File: src/rtl/vga_core_pkg.sv
// ---------------------------------------------------------------------------
// vga_core_pkg
// Shared constants for the VGA display core: default 640x480@60 timing,
// default colours, coordinate/colour widths and the test-pattern bar colour
// helper.
// ---------------------------------------------------------------------------
package vga_core_pkg;

   localparam int RGB_W   = 12;
   localparam int COORD_W = 10;

   // Default timing: 640x480, 25 MHz pixel rate from a 100 MHz system clock.
   localparam int DEF_CLK_DIV  = 4;
   localparam int DEF_H_ACTIVE = 640;
   localparam int DEF_H_FP     = 16;
   localparam int DEF_H_SYNC   = 96;
   localparam int DEF_H_BP     = 48;
   localparam int DEF_V_ACTIVE = 480;
   localparam int DEF_V_FP     = 10;
   localparam int DEF_V_SYNC   = 2;
   localparam int DEF_V_BP     = 33;

   localparam int DEF_NUM_BALLS = 2;
   localparam int DEF_BALL_SIZE = 8;

   localparam logic [RGB_W-1:0] DEF_BG_COLOR   = 12'h000;
   localparam logic [RGB_W-1:0] DEF_BALL_COLOR = 12'hF80;
   localparam logic [RGB_W-1:0] BLANK_COLOR    = 12'h000;

   // Bar k of the test pattern: each RGB channel fully on or off by one bit of k.
   function automatic logic [RGB_W-1:0] bar_color(input logic [2:0] k);
      return {{4{k[2]}}, {4{k[1]}}, {4{k[0]}}};
   endfunction

endpackage

File: src/rtl/vga_timing_gen.sv
// ---------------------------------------------------------------------------
// vga_timing_gen
// Pixel-tick divider, horizontal/vertical counters and raster decode.
//
// Ports:
//   CLK100MHZ   in   system clock, rising edge
//   reset       in   synchronous, active-high
//   p_tick      out  one-clock pixel enable (tick counter == CLK_DIV-1)
//   h_cnt       out  horizontal position, 0..H_TOTAL-1
//   v_cnt       out  vertical position, 0..V_TOTAL-1
//   hsync       out  active-low horizontal sync decoded from h_cnt
//   vsync       out  active-low vertical sync decoded from v_cnt
//   video_on    out  counters lie inside the active area
//   frame_start out  registered one-clock pulse when counters wrap to (0,0)
// ---------------------------------------------------------------------------
module vga_timing_gen
   import vga_core_pkg::*;
#(
   parameter int CLK_DIV  = DEF_CLK_DIV,
   parameter int H_ACTIVE = DEF_H_ACTIVE,
   parameter int H_FP     = DEF_H_FP,
   parameter int H_SYNC   = DEF_H_SYNC,
   parameter int H_BP     = DEF_H_BP,
   parameter int V_ACTIVE = DEF_V_ACTIVE,
   parameter int V_FP     = DEF_V_FP,
   parameter int V_SYNC   = DEF_V_SYNC,
   parameter int V_BP     = DEF_V_BP
) (
   input  logic               CLK100MHZ,
   input  logic               reset,
   output logic               p_tick,
   output logic [COORD_W-1:0] h_cnt,
   output logic [COORD_W-1:0] v_cnt,
   output logic               hsync,
   output logic               vsync,
   output logic               video_on,
   output logic               frame_start
);

   localparam int H_TOTAL = H_ACTIVE + H_FP + H_SYNC + H_BP;
   localparam int V_TOTAL = V_ACTIVE + V_FP + V_SYNC + V_BP;
   localparam int TICK_W  = $clog2(CLK_DIV);

   localparam logic [TICK_W-1:0]  TICK_LAST = TICK_W'(CLK_DIV - 1);
   localparam logic [COORD_W-1:0] H_LAST    = COORD_W'(H_TOTAL - 1);
   localparam logic [COORD_W-1:0] V_LAST    = COORD_W'(V_TOTAL - 1);
   localparam logic [COORD_W-1:0] H_ACT     = COORD_W'(H_ACTIVE);
   localparam logic [COORD_W-1:0] V_ACT     = COORD_W'(V_ACTIVE);
   localparam logic [COORD_W-1:0] HS_FIRST  = COORD_W'(H_ACTIVE + H_FP);
   localparam logic [COORD_W-1:0] HS_LAST   = COORD_W'(H_ACTIVE + H_FP + H_SYNC - 1);
   localparam logic [COORD_W-1:0] VS_FIRST  = COORD_W'(V_ACTIVE + V_FP);
   localparam logic [COORD_W-1:0] VS_LAST   = COORD_W'(V_ACTIVE + V_FP + V_SYNC - 1);

   logic [TICK_W-1:0] tick_cnt;
   logic              h_wrap;
   logic              v_wrap;

   assign p_tick = (tick_cnt == TICK_LAST);
   assign h_wrap = (h_cnt == H_LAST);
   assign v_wrap = (v_cnt == V_LAST);

   always_ff @(posedge CLK100MHZ) begin
      if (reset) begin
         tick_cnt    <= '0;
         h_cnt       <= '0;
         v_cnt       <= '0;
         frame_start <= 1'b0;
      end else begin
         // Registered so the pulse coincides with the clock on which the
         // counters first read (0,0).
         frame_start <= p_tick && h_wrap && v_wrap;
         tick_cnt    <= p_tick ? '0 : tick_cnt + TICK_W'(1);
         if (p_tick) begin
            h_cnt <= h_wrap ? '0 : h_cnt + COORD_W'(1);
            if (h_wrap) begin
               v_cnt <= v_wrap ? '0 : v_cnt + COORD_W'(1);
            end
         end
      end
   end

   assign hsync    = !((h_cnt >= HS_FIRST) && (h_cnt <= HS_LAST));
   assign vsync    = !((v_cnt >= VS_FIRST) && (v_cnt <= VS_LAST));
   assign video_on = (h_cnt < H_ACT) && (v_cnt < V_ACT);

endmodule

File: src/rtl/vga_display_core.sv
// ---------------------------------------------------------------------------
// vga_display_core
// VGA raster generator drawing up to NUM_BALLS square sprites over a flat
// background. Sprite positions arrive through a valid/ready handshake into
// shadow registers and are committed to the active set only at frame start,
// so a frame never shows a half-updated sprite set.
//
// Optional feature: define VGA_DISPLAY_CORE_TESTPATTERN_EN to build an
// 8-bar colour test pattern selected by test_mode. Without it test_mode is
// ignored and no bar logic exists.
//
// Ports:
//   CLK100MHZ   in   system clock, rising edge
//   reset       in   synchronous, active-high
//   pos_x       in   NUM_BALLS x 10-bit X coordinates, ball i at [10i+9:10i]
//   pos_y       in   NUM_BALLS x 10-bit Y coordinates, same packing
//   pos_en      in   per-ball draw enable
//   pos_valid   in   position update offered
//   pos_ready   out  update can be accepted (low while one is pending)
//   test_mode   in   test-pattern select (feature build only)
//   rgb         out  registered RGB444 pixel colour
//   VGA_HS      out  registered active-low horizontal sync
//   VGA_VS      out  registered active-low vertical sync
//   frame_start out  one-clock pulse when the raster wraps to (0,0)
// ---------------------------------------------------------------------------
module vga_display_core
   import vga_core_pkg::*;
#(
   parameter int               CLK_DIV    = DEF_CLK_DIV,
   parameter int               H_ACTIVE   = DEF_H_ACTIVE,
   parameter int               H_FP       = DEF_H_FP,
   parameter int               H_SYNC     = DEF_H_SYNC,
   parameter int               H_BP       = DEF_H_BP,
   parameter int               V_ACTIVE   = DEF_V_ACTIVE,
   parameter int               V_FP       = DEF_V_FP,
   parameter int               V_SYNC     = DEF_V_SYNC,
   parameter int               V_BP       = DEF_V_BP,
   parameter int               NUM_BALLS  = DEF_NUM_BALLS,
   parameter int               BALL_SIZE  = DEF_BALL_SIZE,
   parameter logic [RGB_W-1:0] BG_COLOR   = DEF_BG_COLOR,
   parameter logic [RGB_W-1:0] BALL_COLOR = DEF_BALL_COLOR
) (
   input  logic                           CLK100MHZ,
   input  logic                           reset,
   input  logic [NUM_BALLS*COORD_W-1:0]   pos_x,
   input  logic [NUM_BALLS*COORD_W-1:0]   pos_y,
   input  logic [NUM_BALLS-1:0]           pos_en,
   input  logic                           pos_valid,
   output logic                           pos_ready,
   input  logic                           test_mode,
   output logic [RGB_W-1:0]               rgb,
   output logic                           VGA_HS,
   output logic                           VGA_VS,
   output logic                           frame_start
);

   // Sprite bounds use one extra bit so x+BALL_SIZE-1 never wraps.
   localparam logic [COORD_W:0] SPAN = (COORD_W+1)'(BALL_SIZE - 1);

   logic               p_tick;
   logic [COORD_W-1:0] h_cnt;
   logic [COORD_W-1:0] v_cnt;
   logic               hsync;
   logic               vsync;
   logic               video_on;

   vga_timing_gen #(
      .CLK_DIV  (CLK_DIV),
      .H_ACTIVE (H_ACTIVE),
      .H_FP     (H_FP),
      .H_SYNC   (H_SYNC),
      .H_BP     (H_BP),
      .V_ACTIVE (V_ACTIVE),
      .V_FP     (V_FP),
      .V_SYNC   (V_SYNC),
      .V_BP     (V_BP)
   ) u_timing (
      .CLK100MHZ   (CLK100MHZ),
      .reset       (reset),
      .p_tick      (p_tick),
      .h_cnt       (h_cnt),
      .v_cnt       (v_cnt),
      .hsync       (hsync),
      .vsync       (vsync),
      .video_on    (video_on),
      .frame_start (frame_start)
   );

   // Shadow (written by the handshake) and active (read by the raster) sets.
   logic [NUM_BALLS*COORD_W-1:0] sh_x;
   logic [NUM_BALLS*COORD_W-1:0] sh_y;
   logic [NUM_BALLS-1:0]         sh_en;
   logic [NUM_BALLS*COORD_W-1:0] act_x;
   logic [NUM_BALLS*COORD_W-1:0] act_y;
   logic [NUM_BALLS-1:0]         act_en;
   logic                         pending;
   logic                         accept;
   logic                         commit;

   assign pos_ready = !pending;
   assign accept    = pos_valid && pos_ready && !reset;
   // An accept on the frame_start clock implies nothing was pending, so the
   // fresh data waits in shadow for the following frame.
   assign commit    = frame_start && pending;

   always_ff @(posedge CLK100MHZ) begin
      if (reset) begin
         pending <= 1'b0;
         sh_en   <= '0;
         act_en  <= '0;
      end else begin
         if (commit) begin
            act_en <= sh_en;
         end
         if (accept) begin
            sh_en   <= pos_en;
            pending <= 1'b1;
         end else if (frame_start) begin
            pending <= 1'b0;
         end
      end
   end

   always_ff @(posedge CLK100MHZ) begin
      if (accept) begin
         sh_x <= pos_x;
         sh_y <= pos_y;
      end
      if (commit) begin
         act_x <= sh_x;
         act_y <= sh_y;
      end
   end

   // ---- stage p0: colour of the pixel addressed by the current counters ----
   logic [COORD_W:0]   hx_p0;
   logic [COORD_W:0]   vy_p0;
   logic [COORD_W:0]   bx_p0;
   logic [COORD_W:0]   by_p0;
   logic               hit_p0;
   logic [RGB_W-1:0]   pix_rgb_p0;

   assign hx_p0 = {1'b0, h_cnt};
   assign vy_p0 = {1'b0, v_cnt};

   always_comb begin
      hit_p0 = 1'b0;
      bx_p0  = '0;
      by_p0  = '0;
      for (int i = 0; i < NUM_BALLS; i++) begin
         bx_p0 = {1'b0, act_x[i*COORD_W +: COORD_W]};
         by_p0 = {1'b0, act_y[i*COORD_W +: COORD_W]};
         if (act_en[i] &&
             (hx_p0 >= bx_p0) && (hx_p0 <= bx_p0 + SPAN) &&
             (vy_p0 >= by_p0) && (vy_p0 <= by_p0 + SPAN)) begin
            hit_p0 = 1'b1;
         end
      end
   end

`ifdef VGA_DISPLAY_CORE_TESTPATTERN_EN
   localparam logic [COORD_W-1:0] BAR_W = COORD_W'(H_ACTIVE / 8);

   logic [COORD_W-1:0] bar_q_p0;
   logic [2:0]         bar_k_p0;

   assign bar_q_p0 = h_cnt / BAR_W;
   assign bar_k_p0 = bar_q_p0[2:0];

   always_comb begin
      pix_rgb_p0 = hit_p0 ? BALL_COLOR : BG_COLOR;
      if (test_mode) begin
         pix_rgb_p0 = bar_color(bar_k_p0);
      end
      if (!video_on) begin
         pix_rgb_p0 = BLANK_COLOR;
      end
   end
`else
   logic unused_test_mode;
   assign unused_test_mode = test_mode;

   always_comb begin
      pix_rgb_p0 = hit_p0 ? BALL_COLOR : BG_COLOR;
      if (!video_on) begin
         pix_rgb_p0 = BLANK_COLOR;
      end
   end
`endif

   // ---- stage p1: output registers, loaded once per pixel tick ----
   logic [RGB_W-1:0] rgb_p1;
   logic             hs_p1;
   logic             vs_p1;

   always_ff @(posedge CLK100MHZ) begin
      if (reset) begin
         rgb_p1 <= '0;
         hs_p1  <= 1'b1;
         vs_p1  <= 1'b1;
      end else if (p_tick) begin
         rgb_p1 <= pix_rgb_p0;
         hs_p1  <= hsync;
         vs_p1  <= vsync;
      end
   end

   assign rgb    = rgb_p1;
   assign VGA_HS = hs_p1;
   assign VGA_VS = vs_p1;

endmodule
File: config.mk
export PLATFORM = sky130hd
export DESIGN_NAME = vga_display_core
export DESIGN_NICKNAME = d
export VERILOG_FILES = /design/src/rtl/vga_core_pkg.sv /design/src/rtl/vga_timing_gen.sv /design/src/rtl/vga_display_core.sv
export SDC_FILE = /design/constraint.sdc
export NUM_CORES = 1
export LEC_CHECK = 0
export CORE_ASPECT_RATIO = 0.75
export CORE_UTILIZATION = 40
export CTS_CLUSTER_SIZE = 25
export DETAILED_ROUTE_END_ITERATION = 8
export SLEW_MARGIN = 40
export SYNTH_ARGS = -nofsm -noshare
export SYNTH_HDL_FRONTEND = slang
export SYNTH_SLANG_ARGS = --single-unit
export TNS_END_PERCENT = 1
File: constraint.sdc
create_clock -name CLK100MHZ -period 10.97 [get_ports CLK100MHZ]
set_input_delay 1.097 -clock CLK100MHZ [delete_from_list [all_inputs] [get_ports CLK100MHZ]]
set_output_delay 1.097 -clock CLK100MHZ [all_outputs]
set_load 0.02 [all_outputs]
* Yosys cells after proc, flatten, opt, wreduce, memory -nomap -nowiden
Cells that the tools add are included.
Cells by class: shift-type cells 0, mux-type cells 8, divide/modulo/power cells 0, multipliers 0, order comparisons 14, reduce and logical (&&, ||, !) cells 23, eq/ne operators 3, add/subtract/negate cells 7, bitwise operators 0
Operators with widths (number):
- 10-bit by 3-bit adder with 11-bit output, second input constant | 4
- 10-bit by 11-bit <= comparator with 1-bit output | 4
- 10-bit greater-or-equal comparator | 4
- 12-bit 2-to-1 mux | 2
- 10-bit by 1-bit adder with 10-bit output, second input constant | 2
- 10-bit == test, second input constant | 2
- 10-bit 2-to-1 mux | 2
- 1-bit logical AND | 16
- 10-bit greater-or-equal comparator, second input constant | 1
- 10-bit by 9-bit greater-or-equal comparator with 1-bit output, second input constant | 1
- 10-bit <= comparator, second input constant | 1
- 10-bit by 9-bit <= comparator with 1-bit output, second input constant | 1
- 10-bit < comparator, second input constant | 1
- 10-bit by 9-bit < comparator with 1-bit output, second input constant | 1
- 1-bit zero test | 4
- 1-bit 2-to-1 mux | 4
- 2-bit by 1-bit adder with 2-bit output, second input constant | 1
- 2-bit == test, second input constant | 1
- 2-bit AND reduction | 1
- 2-bit nonzero test | 1
- 2-bit OR reduction | 1
Word-level totals: input port bits 46, bits in read-only memories 0, bits in writable memories 0, output and inout port bits 16, memories 0, word-level logic and storage cells 69, bits in registers 122, latch bits 0

* Depth between registers and ports, before layout
Gate-level depths: netlist (run 1).
word-level depth 9, depth in mapped cells 13, mapped depth without buffers 13

* By module
From an unflattened synthesis (run 1), not the netlist that was laid out.
Unflattened totals: cells, all modules 578, area total of the unflattened synthesis 6461.2 sq um
Modules (own cells, without submodules):
- vga_display_core | area each 5257.5 sq um, times used 1, cells each 438, sequential area each 2562.5 sq um
- vga_timing_gen | area each 1203.7 sq um, times used 1, cells each 140, sequential area each 460.4 sq um

* Worst setup path after synthesis (run 1)
OpenSTA, ideal clock, no wires.
path kind in2reg, start point input reset, end point register sh_en[0], path buffers 1, path slack 5.952 ns, data required time 10.681 ns, stages on the path 3, arrival time 4.730 ns, library setup time 0.289 ns, cells stage by stage clkbuf_1 > nor3b_1 > o21ai_0
On the way: longest elaborated chain between the ends 2
Ends and longest elaborated chain:
- start: declaration | line vga_display_core.sv:44 | input logic reset,
- 1-bit zero test | line vga_display_core.sv:101 | assign accept = pos_valid && pos_ready && !reset;
- 1-bit logical AND | line vga_display_core.sv:101
- via accept | line vga_display_core.sv:97 | logic accept;
- end signal: assignment | line vga_display_core.sv:116 | sh_en <= pos_en;
- end: declaration | line vga_display_core.sv:92 | logic [NUM_BALLS-1:0] sh_en;
The timed path passes the listed nets, and every way through them passes these cells. A chain may end at the register's enable or synchronous reset.

* Final worst setup path (run 1)
start point register act_x[0], end point register rgb_p1[10] (netlist: rgb[10])
On the way: longest elaborated chain between the ends 9
Ends and longest elaborated chain:
- start: declaration | line vga_display_core.sv:93 | logic [NUM_BALLS*COORD_W-1:0] act_x;
- start signal: assignment | line vga_display_core.sv:130 | act_x <= sh_x;
- 10-bit by 3-bit adder with 11-bit output or 10-bit greater-or-equal comparator (tied branches) | line vga_display_core.sv:154 | (hx_p0 >= bx_p0) && (hx_p0 <= bx_p0 + SPAN) &&
- 10-bit by 11-bit <= comparator with 1-bit output or 1-bit logical AND (tied branches) | line vga_display_core.sv:154, vga_display_core.sv:153
- 1-bit logical AND * (2 in series) | line vga_display_core.sv:154
- 1-bit logical AND * | line vga_display_core.sv:155 | (vy_p0 >= by_p0) && (vy_p0 <= by_p0 + SPAN)) begin
- 1-bit 2-to-1 mux * (2 in series) | line vga_display_core.sv:153 | if (act_en[i] &&
- 12-bit 2-to-1 mux * | line vga_display_core.sv:184 | pix_rgb_p0 = hit_p0 ? BALL_COLOR : BG_COLOR;
- 12-bit 2-to-1 mux * | line vga_display_core.sv:185 | if (!video_on) begin
- end signal: assignment | line vga_display_core.sv:202 | rgb_p1 <= pix_rgb_p0;
- end: declaration | line vga_display_core.sv:192 | logic [RGB_W-1:0] rgb_p1;
Every way passes the cells marked *; elsewhere a longest branch is shown, timed or not.

==> qor.csv, run 1 <==
stage;metric;value;unit
sta;setup TNS;0;ns
drt;WL final;12300;um
pwr;leakage power total;2.94;nW
global_routing;grt ovf;0;
global_routing;maximum number of pins on one net before global-route repair;45;
pwr;maximum VDD drop;77.9;uV
clock_network;CTS clk-pin slew, worst paths;0.07;ns
clock_network;Post-CTS Resized;0;
clock_network;# clock sinks;111;
drt;First-pass DRT Iterations;4;
sta;fin. max-slew vios;0;
global_routing;initial antenna violation count;0;
clock_network;CTS tree;built;
logic_synthesis;ys async rst share;0;
drt;initial DRC count;210;
critical_path;CP Buf/Inv Count;1;
clock_network;root buf cell;clkbuf_16;
sta;Final Skew;0.00986;ns
cells_and_area;Finished Core Util;0.475;
logic_synthesis;Syn. warnings;0;
clock_network;total CTS buffers;9;
global_routing;vias in the first global route;4120;
clock_network;CTS max path bufs;2;
sta;Final Hold Viols;0;
sta;RSZ-0062 raised after global routing;false;
clock_network;Hold Buf Count CTS;0;
drt;wire per inst;14.9;um
logic_synthesis;Netlist Area Pre-Place;6260;um2
drt;routed vias/inst;5.06;
logic_synthesis;flops & latches, synth;111;
drt;routed via count;4178;
critical_path;CP peak stage delay;0.48;ns
die;I/O pins;62;
die;Core Box Area;15300;um2
critical_path;CP required;11.24;ns
die;Die Span X;146;um
sta;final worst path period need;2.75;ns
sta;fin crit share;0.251;
drt;Routed Antenna Nets;0;
cells_and_area;layout net count;751;
global_routing;GRT Total Usage;0.165;
drt;DRC Markers;0;
critical_path;critical path's most frequent cell;ha_1;
pwr;Logic pwr share;0.039;
pwr;sequential share of power;0.576;
critical_path;WP data arrival;3.03;ns
critical_path;Worst Path Max Fanout;3;
clock_network;Post-CTS Setup Repair Bufs;0;
pwr;P_int;0.000629;W
pwr;net switching power;0.000168;W
clock_network;H-tree depth;3;
logic_synthesis;sequential-to-total area share from yosys stat;0.483;
critical_path;critical path capture point type;flop;
run;Max-cap violations;0;
die;Die Ht;110;um
global_routing;first-pass GRT wire length;20400;um
sta;Rel. slew slack;0.504;
placed_design;hpwl dp;9410;um
cells_and_area;fraction of layout cells with a size suffix above 1;0.0419;
cells_and_area;Area Growth Syn to Fin;16.0;%
clock_network;later-pin clock latency in the skew report;0.36;ns
logic_synthesis;EDFF count, synth;80;
critical_path;CP Launch Type;flop;
critical_path;cell breakdown of the critical path;inv_1 -> ha_1 -> a2111oi_2 -> nand3_1 -> xnor2_1 -> ha_1 -> a2111oi_0 -> o211ai_1 -> a22o_1 -> o32ai_1;
sta;final setup fails;0;
pwr;switching share of total power;0.211;
die;Rows;39;
pwr;Clk pwr share;0.385;
logic_synthesis;Main synth FF type;edfxtp_1;
critical_path;crit path max-delay cell type;a2111oi_2;
pwr;PwrDens;110;nW/um2
placed_design;Final GP Congestion;0.853;
sta;fmax;363;MHz
hold_path;Min-Delay Path Class;reg2reg;
placed_design;Buffers on Ports;53;
die;Starting Density;0.410;
cells_and_area;fill cell count;1360;
die;Die ar.;16200;um2
logic_synthesis;Syn Area/Cell;11.2;um2
critical_path;CP Class;reg2reg;
cells_and_area;# diodes;0;
sta;slew of the pin with the lowest slew margin;0.743;ns
logic_synthesis;synth unique cells;53;
critical_path;delay-heaviest family, CP;compound AO/OA/AOI/OAI gates;
run_status;status;completed;
logic_synthesis;cell count after synthesis;559;
pwr;total chip power;0.000798;W
[state kept, by name, indices dropped and copies added (netlist names)]
name	cells
act_x	20
act_y	20
sh_x	20
sh_y	20
u_timing.h_cnt	10
u_timing.v_cnt	10
act_en	2
sh_en	2
u_timing.tick_cnt	2
VGA_HS	1
VGA_VS	1
pending	1
rgb	1
u_timing.frame_start	1
[cells in the final DEF, fill, tap and decap left out, types with 5 or more instances in the layout]
cell | synthesis | layout
ha_1 | 90 | 90
edfxtp_1 | 80 | 80
clkdlybuf4s50_1 | 0 | 53
inv_1 | 49 | 49
nand2_1 | 36 | 36
xnor2_1 | 36 | 36
nor2_1 | 35 | 35
dfxtp_1 | 31 | 31
a21oi_1 | 30 | 30
o21ai_0 | 18 | 18
nand4_1 | 17 | 17
nor3_1 | 16 | 16
xor2_1 | 10 | 10
a21o_1 | 10 | 10
clkbuf_16 | 0 | 9
or3_1 | 7 | 7
nand3_1 | 7 | 7
conb_1 | 1 | 7
nand2b_1 | 6 | 6
a211oi_1 | 6 | 6
nor2b_1 | 5 | 5
[stage by stage]
| stage | hold WS, ns | std cells | setup slack [ns] | instance area (um2) |
|---|---|---|---|---|
| finish | 0.420 | 825 | 8.22 | 7260 |
| global route | 0.426 | 825 | 7.92 | 7260 |
| CTS | 0.423 | 825 | 8.25 | 7260 |
| detailed placement | 0.405 | 809 | 7.94 | 6990 |
| global placement | 0.402 | 809 | 7.98 | 6990 |
| floorplan | 0.400 | 565 | 5.95 | 6280 |
[power by group through the flow]
| stage | registers [W] | clock network [W] | logic (W) |
|---|---|---|---|
| 4_1_cts | 0.000459 | 0.000319 | 0.0000317 |
| 5_1_grt | 0.000460 | 0.000334 | 0.0000344 |
| 3_3_place_gp | 0.000468 | 0 | 0.0000305 |
| 3_5_place_dp | 0.000469 | 0 | 0.0000317 |
| 6_report | 0.000459 | 0.000307 | 0.0000312 |
| 2_1_floorplan | 0.000468 | 0 | 0.0000140 |
[kinds of logic (layout without fill, tap and decap cells)]
kind of cell               after synthesis  count (layout)  share of synthesized area
AOI/OAI and AO/OA                       92              92                     0.0963
xor gates and xnor gates                46              46                     0.0643
adders and majority gates               90              90                      0.180
buffers and inverters                   65             120                     0.0460
DFF                                    111             111                      0.483
muxes                                    1               1                    0.00160
other                                    1               7                   0.000599
and+or+nand+nor                        153             153                      0.128
[worst paths after layout]
kind / start / endpoint / slack, ns / cells past startpoint
min: sh_y[7] / act_y[7] / 0.42 / 0
min reg2reg: sh_y[7] / act_y[7] / 0.42 / 0
max: act_x[0] / rgb[10] / 8.22 / 10
max reg2reg: act_x[0] / rgb[10] / 8.22 / 10
[cell type report]
type	count	area, um2	area share
multi-input cells	389	2980	0.410
clock buffers	10	229	0.0315
flip-flops and latches	111	3020	0.416
inverters	49	184	0.0253
repair buffers	55	546	0.0751
well taps	205	256	0.0353
clock inverters	6	45.0	0.00620
[metal layers]
layer  GRT usage  vias up  routed length, um
li1            -     2125                  -
met1       0.227     1949               6410
met2       0.253       88               5200
met3      0.0403       16                490
met4      0.0588        0                174
met5           0        -                  0
[synth_stat cells, drive strengths merged (4+ instances only)]
library cell / instances / area (um2)
ha: 90 / 1130
edfxtp: 80 / 2400
inv: 49 / 184
nand2: 36 / 135
xnor2: 36 / 315
nor2: 35 / 131
a21oi: 31 / 159
dfxtp: 31 / 621
nand4: 19 / 140
o21ai: 18 / 90.1
nor3: 16 / 80.1
buf: 13 / 92.6
a21o: 10 / 75.1
xor2: 10 / 87.6
nand3: 7 / 35.0
or3: 7 / 43.8
a211oi: 6 / 45.0
nand2b: 6 / 37.5
nor2b: 5 / 31.3
or2: 5 / 31.3
a2111oi: 4 / 41.3
o2111ai: 4 / 35.0
o211ai: 4 / 30.0
Note: power is estimated with default switching activity, not from simulation.
==> run 2: changes to the inputs <==
Clock period 10.97 ns to 2.4 ns, I/O delays scaled along.
==> run 2 against run 1 <==
Effect of this change:
- the flow now finishes with violations (setup timing)
- total power grew to 4.7 times the previous value
- clock skew decreased by 0.0017 ns
- final area grew 5.9%
- final cell count grew 4.7%
- first-iteration DRC count is 1.9% lower
- die area unchanged
- wire length increased by 3.4%
- register-to-register slack got worse by 8.3 ns
- critical path depth rose by 2
- sequential power rose to 4.6 times the previous value
- combinational power grew to 4.8 times the previous value
- non-clock buffer count increased by 39
- highest routed layer unchanged
==> qor.csv, run 2 (synthesis gave the netlist of run 1 again) <==
stage;metric;value;unit;change
clock_network;root buf cell;clkbuf_16;;unchanged
clock_network;later-pin clock latency in the skew report;0.36;ns;about the same
clock_network;H-tree depth;3;;unchanged
sta;RSZ-0062 raised after global routing;true;;was false
global_routing;vias in the first global route;4305;;was 4120
cells_and_area;most common cell after layout, fill and taps aside;ha_1;;unchanged
clock_network;CTS clk-pin slew, worst paths;0.07;ns;about the same
placed_design;Placement Setup Slack;-0.235;ns;was 7.94 ns
critical_path;WP data arrival;2.73;ns;was 3.03 ns
sta;Final Hold Viols;0;;unchanged
run;Max-cap violations;0;;unchanged
critical_path;critical path capture point type;flop;;unchanged
cells_and_area;fraction of layout cells with a size suffix above 1;0.126;;was 0.0419
run_status;failing checks;setup timing;;
drt;WL final;12700;um;was 12300 um
placed_design;Buffers on Ports;53;;unchanged
cells_and_area;sequential cell area;3020;um2;unchanged
clock_network;# clock sinks;111;;unchanged
die;Die Ht;110;um;unchanged
global_routing;maximum number of pins on one net before global-route repair;45;;unchanged
run_status;status;complete, but fails checks;;was completed
clock_network;total CTS buffers;9;;unchanged
drt;DRC Markers;0;;unchanged
sta;Final Skew;0.00813;ns;was 0.00986 ns
die;Rows;39;;unchanged
clock_network;CTS max path bufs;2;;unchanged
clock_network;CTS tree;built;;unchanged
global_routing;GRT Total Usage;0.170;;was 0.165
global_routing;grt ovf;0;;unchanged
placed_design;Placed Cells;843;;was 809
die;Starting Density;0.410;;unchanged
sta;final worst path period need;2.44;ns;was 2.75 ns
pwr;maximum VDD drop;346;uV;was 77.9 uV
drt;routed via count;4335;;was 4178
cells_and_area;non-filler cells, final;864;;was 825
placed_design;Final GP Congestion;0.916;;was 0.853
drt;First-pass DRT Iterations;4;;unchanged
hold_path;Min-Delay Path Class;reg2reg;;unchanged
sta;fin crit share;1.02;;was 0.251
drt;Routed Antenna Nets;0;;unchanged
sta;final setup fails;1;;was 0
drt;initial DRC count;206;;was 210
sta;fmax;409;MHz;was 363 MHz
die;I/O pins;62;;unchanged
pwr;leakage power total;3.16;nW;was 2.94 nW
cells_and_area;multi-input combinational cell area;3080;um2;was 2980 um2
pwr;PwrDens;489;nW/um2;was 110 nW/um2
die;Core Box Area;15300;um2;unchanged
cells_and_area;layout net count;790;;was 751
die;Die Span X;146;um;unchanged
cells_and_area;fill cell count;1342;;was 1360
placed_design;hpwl dp;9770;um;was 9410 um
sta;fin worst setup slack;-0.0448;ns;was 8.22 ns
critical_path;CP Launch Type;flop;;unchanged
drt;wire per inst;14.7;um;was 14.9 um
critical_path;CP required;2.68;ns;was 11.24 ns
global_routing;first-pass GRT wire length;21200;um;was 20400 um
cells_and_area;Area Growth Syn to Fin;22.8;%;was 16.0%
critical_path;CP Class;reg2reg;;unchanged
cells_and_area;# diodes;0;;unchanged
die;Die ar.;16200;um2;unchanged
sta;fin. max-slew vios;0;;unchanged
critical_path;Worst Path Max Fanout;3;;unchanged
cells_and_area;Finished Core Util;0.504;;was 0.475
global_routing;initial antenna violation count;0;;unchanged
cells_and_area;most frequent cells in the layout;ha_1, edfxtp_1, clkdlybuf4s50_1;;unchanged
drt;routed vias/inst;5.02;;was 5.06
==> run 2: layout make-up <==
cell class,count,area share
Clock buffer,10,0.0298
Clock inverter,6,0.00878
Inverter,49,0.0239
Multi-Input combinational cell,389,0.401
Sequential cell,111,0.393
Tap cell,205,0.0333
Timing Repair Buffer,94,0.111
==> run 2: worst paths after layout <==
kind	startpoint	endpoint	slack [ns]	cells after the start
max	act_x[10]	rgb[10]	-0.04	12
min	sh_x[18]	act_x[18]	0.42	0
max reg2reg	act_x[10]	rgb[10]	-0.04	12
min reg2reg	sh_x[18]	act_x[18]	0.42	0
==> run 2: timing repair <==
action,CTS,global route
pin swaps,5,8
buffers inserted,2,3
setup endpoints to repair,1,1
resized for setup,14,10
hold buffers,0,0
==> run 2: report_power, final <==
group / leakage (nW) / internal [W] / total, W / switching (W)
Clock: 0.141 / 0.000816 / 0.00151 / 0.000697
Sequential: 0.980 / 0.00209 / 0.00210 / 0.0000118
Combinational: 2.04 / 0.0000866 / 0.000151 / 0.0000647
Total: 3.16 / 0.00299 / 0.00376 / 0.000773
==> run 2: worst max-delay path, cell delays in order, from the launching register on <==
cell and delay, ns:
edfxtp_1 0.39, nor3_2 0.08, or3_4 0.39, nor2_4 0.13
nand4_1 0.12, xnor2_1 0.15, ha_1 0.34, nand3_2 0.10
nor3_2 0.19, a21oi_1 0.06, o41ai_1 0.08, a21oi_2 0.09
o32ai_2 0.24
==> run 2: metrics by stage <==
stage | area, um2 | power [W] | TNS [ns] | hold slack, ns
after global placement | 7260 | 0.00229 | -0.0603 | 0.403
final | 7690 | 0.00376 | -0.0448 | 0.416
after CTS | 7630 | 0.00380 | -0.0510 | 0.416
after floorplan | 6290 | 0.00220 | 0 | 0.339
after detailed placement | 7260 | 0.00230 | -0.235 | 0.405
after global routing | 7690 | 0.00389 | -0.248 | 0.415
==> run 2: per-layer routing <==
metal | vias up | global-route usage | part of all wire
met5 | - | 0 | 0
met2 | 94 | 0.268 | 0.44
li1 | 2197 | - | -
met3 | 13 | 0.0440 | 0.048
met1 | 2031 | 0.234 | 0.50
met4 | 0 | 0.0424 | 0.015
==> run 3: changes to the inputs <==
Settings changed: CORE_MARGIN set to 3.
==> run 3 against run 2 <==
Effect of this change:
- the flow still finishes with violations (setup timing)
- global-route usage down 0.76 points
- fmax up 1.4%
- setup slack better by 0.034 ns
- clock skew fell by 0.0033 ns
- register-to-register slack better by 0.03 ns
- critical endpoint unchanged
- largest power group unchanged
==> qor.csv, run 3 (synthesis gave the netlist of run 1 again) <==
stage;metric;value;unit;change
cells_and_area;fill cell count;1287;;was 1342
drt;wire per inst;15.3;um;was 14.7 um
placed_design;hpwl dp;10200;um;was 9770 um
pwr;P_int;0.00289;W;was 0.00299 W
drt;First-pass DRT Iterations;5;;was 4
cells_and_area;# diodes;0;;unchanged
die;I/O pins;62;;unchanged
cells_and_area;Area Growth Syn to Fin;23.4;%;was 22.8%
placed_design;Buffers on Ports;53;;unchanged
global_routing;vias in the first global route;4320;;was 4305
pwr;Logic pwr share;0.042;;was 0.040
cells_and_area;final instance area;7730;um2;was 7690 um2
sta;Final Skew;0.00484;ns;was 0.00813 ns
sta;RSZ-0062 raised after global routing;true;;unchanged
drt;routed vias/inst;5.09;;was 5.02
critical_path;launching point of the worst reg2reg path;act_x[10];;unchanged
pwr;net switching power;0.000788;W;was 0.000773 W
drt;DRC Markers;0;;unchanged
pwr;sequential share of power;0.570;;was 0.558
cells_and_area;layout net count;793;;was 790
sta;final setup fails;1;;unchanged
drt;routed via count;4388;;was 4335
critical_path;WP data arrival;2.68;ns;was 2.73 ns
critical_path;R2R Path End;rgb[10];;unchanged
sta;fin worst setup slack;-0.0108;ns;was -0.0448 ns
critical_path;crit path max-delay cell type;edfxtp_1;;unchanged
critical_path;setup slack, reg-to-reg;-0.01;ns;was -0.04 ns
critical_path;cell breakdown of the critical path;inv_1 -> ha_2 -> nand2_2 -> nand4_1 -> nor2_1 -> xnor2_1 -> ha_1 -> a21o_1 -> a21oi_2 -> nor3b_4 -> a21oi_2 -> o32ai_2;;was nor3_2 -> or3_4 -> nor2_4 -> nand4_1 -> xnor2_1 -> ha_1 -> nand3_2 -> nor3_2 -> a21oi_1 -> o41ai_1 -> a21oi_2 -> o32ai_2
drt;initial DRC count;155;;was 206
pwr;maximum VDD drop;350;uV;was 346 uV
critical_path;CP Class;reg2reg;;unchanged
clock_network;H-tree depth;3;;unchanged
clock_network;# clock sinks;111;;unchanged
cells_and_area;most common cell after layout, fill and taps aside;ha_1;;unchanged
cells_and_area;sequential cell area;3020;um2;unchanged
die;Core Box Area;14900;um2;was 15300 um2
critical_path;Worst Path Max Fanout;3;;unchanged
sta;WHS;0.421;ns;was 0.416 ns
clock_network;total CTS buffers;9;;unchanged
global_routing;initial antenna violation count;0;;unchanged
die;Die ar.;17200;um2;was 16200 um2
sta;fmax;415;MHz;was 409 MHz
placed_design;Final GP Congestion;0.901;;was 0.916
critical_path;R2R depth;12;;unchanged
clock_network;CTS clk-pin slew, worst paths;0.07;ns;about the same
pwr;total chip power;0.00368;W;was 0.00376 W
global_routing;first-pass GRT wire length;21600;um;was 21200 um
sta;Final Hold Viols;0;;unchanged
clock_network;CTS max path bufs;2;;unchanged
die;Die Span X;150;um;was 146 um
critical_path;Crit. Startpoint;act_x[10];;unchanged
run_status;failing checks;setup timing;;unchanged
sta;fin crit share;1.00;;was 1.02
pwr;leakage power total;3.17;nW;was 3.16 nW
cells_and_area;fraction of layout cells with a size suffix above 1;0.142;;was 0.126
critical_path;critical path capture point type;flop;;unchanged
pwr;PwrDens;476;nW/um2;was 489 nW/um2
clock_network;later-pin clock latency in the skew report;0.36;ns;about the same
global_routing;grt ovf;0;;unchanged
die;Starting Density;0.421;;was 0.410
critical_path;critical path's most frequent cell;a21oi_2;;was nor3_2
clock_network;root buf cell;clkbuf_16;;unchanged
sta;final worst path period need;2.41;ns;was 2.44 ns
run_status;status;complete, but fails checks;;unchanged
die;Die Ht;114;um;was 110 um
critical_path;CP required;2.67;ns;was 2.68 ns
global_routing;maximum number of pins on one net before global-route repair;45;;unchanged
die;Rows;38;;was 39
global_routing;GRT Total Usage;0.162;;was 0.170
drt;WL final;13200;um;was 12700 um
pwr;switching share of total power;0.214;;was 0.206
critical_path;CP Launch Type;flop;;unchanged
cells_and_area;multi-input combinational cell area;3120;um2;was 3080 um2
drt;Routed Antenna Nets;0;;unchanged
clock_network;CTS tree;built;;unchanged
pwr;Clk pwr share;0.388;;was 0.402
sta;fin. max-slew vios;0;;unchanged
critical_path;CP endpoint;rgb[10];;unchanged
cells_and_area;most frequent cells in the layout;ha_1, edfxtp_1, clkdlybuf4s50_1;;unchanged
placed_design;area post-placement;7280;um2;was 7260 um2
critical_path;CP peak stage delay;0.37;ns;was 0.39 ns
run;Max-cap violations;0;;unchanged
hold_path;Min-Delay Path Class;reg2reg;;unchanged
==> run 3: routing by layer <==
layer | routed length (um) | GRT usage | up-vias
met5 | 0 | 0 | -
met4 | 143 | 0.0439 | 0
met3 | 607 | 0.0356 | 11
met2 | 5720 | 0.245 | 90
met1 | 6720 | 0.237 | 2072
li1 | - | - | 2215
==> run 3: worst min-delay path by stage <==
stage / cells past startpoint / end / slack, ns / start
floorplan: 0 / sh_x[0] / 0.34 / pos_x[0]
global placement: 0 / act_y[4] / 0.40 / sh_y[4]
detailed placement: 0 / act_x[8] / 0.40 / sh_x[8]
CTS: 1 / sh_y[15] / 0.42 / pos_y[15]
global route: 1 / sh_y[8] / 0.42 / pos_y[8]
finish: 0 / act_y[6] / 0.42 / sh_y[6]
==> run 3: cell type report <==
class                      instances  area share
clock buffer                       9      0.0291
tap                              200      0.0324
timing repair buffer              97       0.113
multi-input combinational        389       0.403
clock inverter                     7     0.00729
inverter                          49      0.0238
sequential                       111       0.391
==> run 3: critical path, delay by kind of cell (launching register included) <==
family	cells	cell delay, ns
fa+ha+maj	2	0.46
xor+xnor	1	0.14
flops	1	0.37
buf+inv	1	0.07
simple gates	4	0.59
compound gates	4	0.68
==> run 3: per-stage QoR <==
step,setup TNS [ns],cells,util,worst slack [ns]
after floorplan,0,565,-,0.0253
after global placement,-0.0713,841,0.489,-0.0713
after detailed placement,-0.157,841,0.489,-0.157
after CTS,0,861,0.517,0.00394
after global routing,-0.165,862,0.519,-0.165
final,-0.0108,862,0.519,-0.0108
==> run 3: repair_timing <==
action	CTS	global route
hold buffers	0	0
gates resized for setup	27	9
endpoints found under the setup margin	1	1
pin swaps	18	13
setup buffers	4	1
==> run 3: power by group through the flow <==
stage / clock network (W) / registers, W / logic [W]
after global placement: 0 / 0.00214 / 0.000150
final: 0.00143 / 0.00210 / 0.000153
after detailed placement: 0 / 0.00214 / 0.000154
after CTS: 0.00147 / 0.00210 / 0.000155
after floorplan: 0 / 0.00214 / 0.0000656
after global routing: 0.00156 / 0.00210 / 0.000168
==> RTL change (settings of run 2) <==
The package constant `DEF_NUM_BALLS` goes from 2 to 1.
--- a/src/rtl/vga_core_pkg.sv
+++ b/src/rtl/vga_core_pkg.sv
@@ -20,7 +20,7 @@
    localparam int DEF_V_SYNC   = 2;
    localparam int DEF_V_BP     = 33;
 
-   localparam int DEF_NUM_BALLS = 2;
+   localparam int DEF_NUM_BALLS = 1;
    localparam int DEF_BALL_SIZE = 8;
 
    localparam logic [RGB_W-1:0] DEF_BG_COLOR   = 12'h000;
Interface: changed (resized pos_en, pos_x and pos_y); port bits go from 62 to 41. The function was not compared with the original's and may differ.
==> RTL change against run 2 <==
- the run still ends with negative setup slack left
- final cell count fell by 37%
- setup slack got worse by 0.016 ns
- wire length fell by 43%
- design area fell by 38%
- via count fell by 39%
- first-iteration DRC count fell by 49%
- global-route usage fell by 1.0 points
- total power fell by 29%
- core utilization rose by 1.2 points
- area after synthesis fell by 38%
- sequential cell count fell by 42
- synthesized cell count fell by 35%
- critical endpoint unchanged
- largest cell class unchanged
- highest routed layer unchanged
==> RTL change: results <==
metrics = {
    "setup_path": {
        "ff2ff_path_depth": 11,
        "arrival_ns": 2.68,
    },
    "outcome": {
        "status": "finished, violations left",
        "violations": "negative setup slack",
    },
    "global_routing": {
        "grt_pass1_wl_um": 12000,
        "track_usage_pct": 16.0,
    },
    "power_and_ir_drop": {
        "p_leak_nw": 1.87,
        "ir_drop_v": 0.000408,
        "internal-power_mw": 2.13,
    },
    "clocking": {
        "clk_latency_ns": 0.33,
    },
    "synth": {
        "ys_top_cells_by_area": "edfxtp_1 31%, ha_1 16%, dfxtp_1 15%, xnor2_1 5.4%, nand4_1 3.1%",
        "synth_compound_area_share_pct": 7.49,
        "synth.distinct_cells": 45,
        "ys_seq_area_share_pct": 46.2,
        "muxShareOfSynthArea_pct": 0.519,
        "yosys-top-cells-count": "48 x ha_1, 40 x edfxtp_1, 29 x dfxtp_1, 29 x inv_1, 29 x nor2_1",
        "synthXorXnorAreaFrac_pct": 7.26,
        "synthAdderAreaFrac_pct": 15.6,
        "synth_edf_count": 40,
    },
    "detailed_routing": {
        "drtIter0Drc": 106,
        "dr_total_vias": 2645,
        "wl_um": 7230,
    },
    "placed_design": {
        "gp_congestion": 0.869,
        "port_buffers": 32,
        "hpwl_um": 5450,
        "dpl_worst_slack_ns": -0.0174,
    },
    "timing": {
        "tns_ns": -0.0611,
        "finalSetupViolCount": 1,
        "worst_slack_ns": -0.0611,
        "fin_skew_ns": 0.00532,
    },
}
RTL change: cell families (layout without fill, tap and decap cells):
logic type	count (synthesis)	in the layout
AND/OR/NAND/NOR	122	122
XOR/XNOR	32	32
multiplexers	2	2
buffers and inverters	46	95
AO/OA/AOI/OAI	45	45
adder cells (fa/ha/maj)	48	48
flip-flops	69	69
other	1	7
RTL change: path summary, 6_finish.rpt:
path,start,end
worst max register to register,act_y[0],rgb[10]
worst min-delay path,sh_y[9],act_y[9]
worst max-delay path,act_y[0],rgb[10]
worst min register to register,sh_y[9],act_y[9]
RTL change: repair_timing:
| action | CTS | global route |
|---|---|---|
| gates resized for setup | 1 | 13 |
| endpoints found under the setup margin | 1 | 1 |
| setup buffers | 0 | 3 |
| pin swaps | 1 | 10 |
RTL change: metrics by stage:
step	total power [mW]	utilization (%)	std cells	cell area [um^2]
detailed placement	1.40	47.5	529	4360
global route	2.76	51.6	548	4750
CTS	2.70	50.7	545	4660
floorplan	1.35	-	371	3890
global placement	1.40	47.5	529	4360
finish	2.67	51.6	548	4750
RTL change: power groups by stage:
stage / Clock, mW / Combinational, mW / Sequential, mW
floorplan: 0 / 0.0509 / 1.30
global placement: 0 / 0.0947 / 1.31
detailed placement: 0 / 0.0962 / 1.31
CTS: 1.32 / 0.0970 / 1.28
global route: 1.37 / 0.108 / 1.28
finish: 1.29 / 0.0958 / 1.28
RTL change: cell type report:
class / count / area (um^2)
clock inverter: 6 / 63.8
sequential: 69 / 1780
inverter: 29 / 109
clock buffer: 10 / 229
multi-input combinational: 256 / 1950
tap: 128 / 160
fill: 827 / 4450
timing repair buffer: 50 / 455
RTL change: worst max-delay path, stage by stage, from the launching register on:
cell	delay [ns]
edfxtp_1	0.40
nor3_2	0.07
or3_4	0.34
buf_4	0.15
xnor2_1	0.13
ha_1	0.28
nand4_1	0.15
buf_4	0.17
a211oi_2	0.18
nor4_1	0.07
a211oi_1	0.29
o31ai_1	0.12
RTL change: routing by layer:
| metal | global-route usage (%) | part of all wire, % |
|---|---|---|
| met5 | 0 | 0 |
| met4 | 8.26 | 1.3 |
| met1 | 21.7 | 52 |
| met2 | 23.3 | 43 |
| met3 | 4.24 | 4.2 |
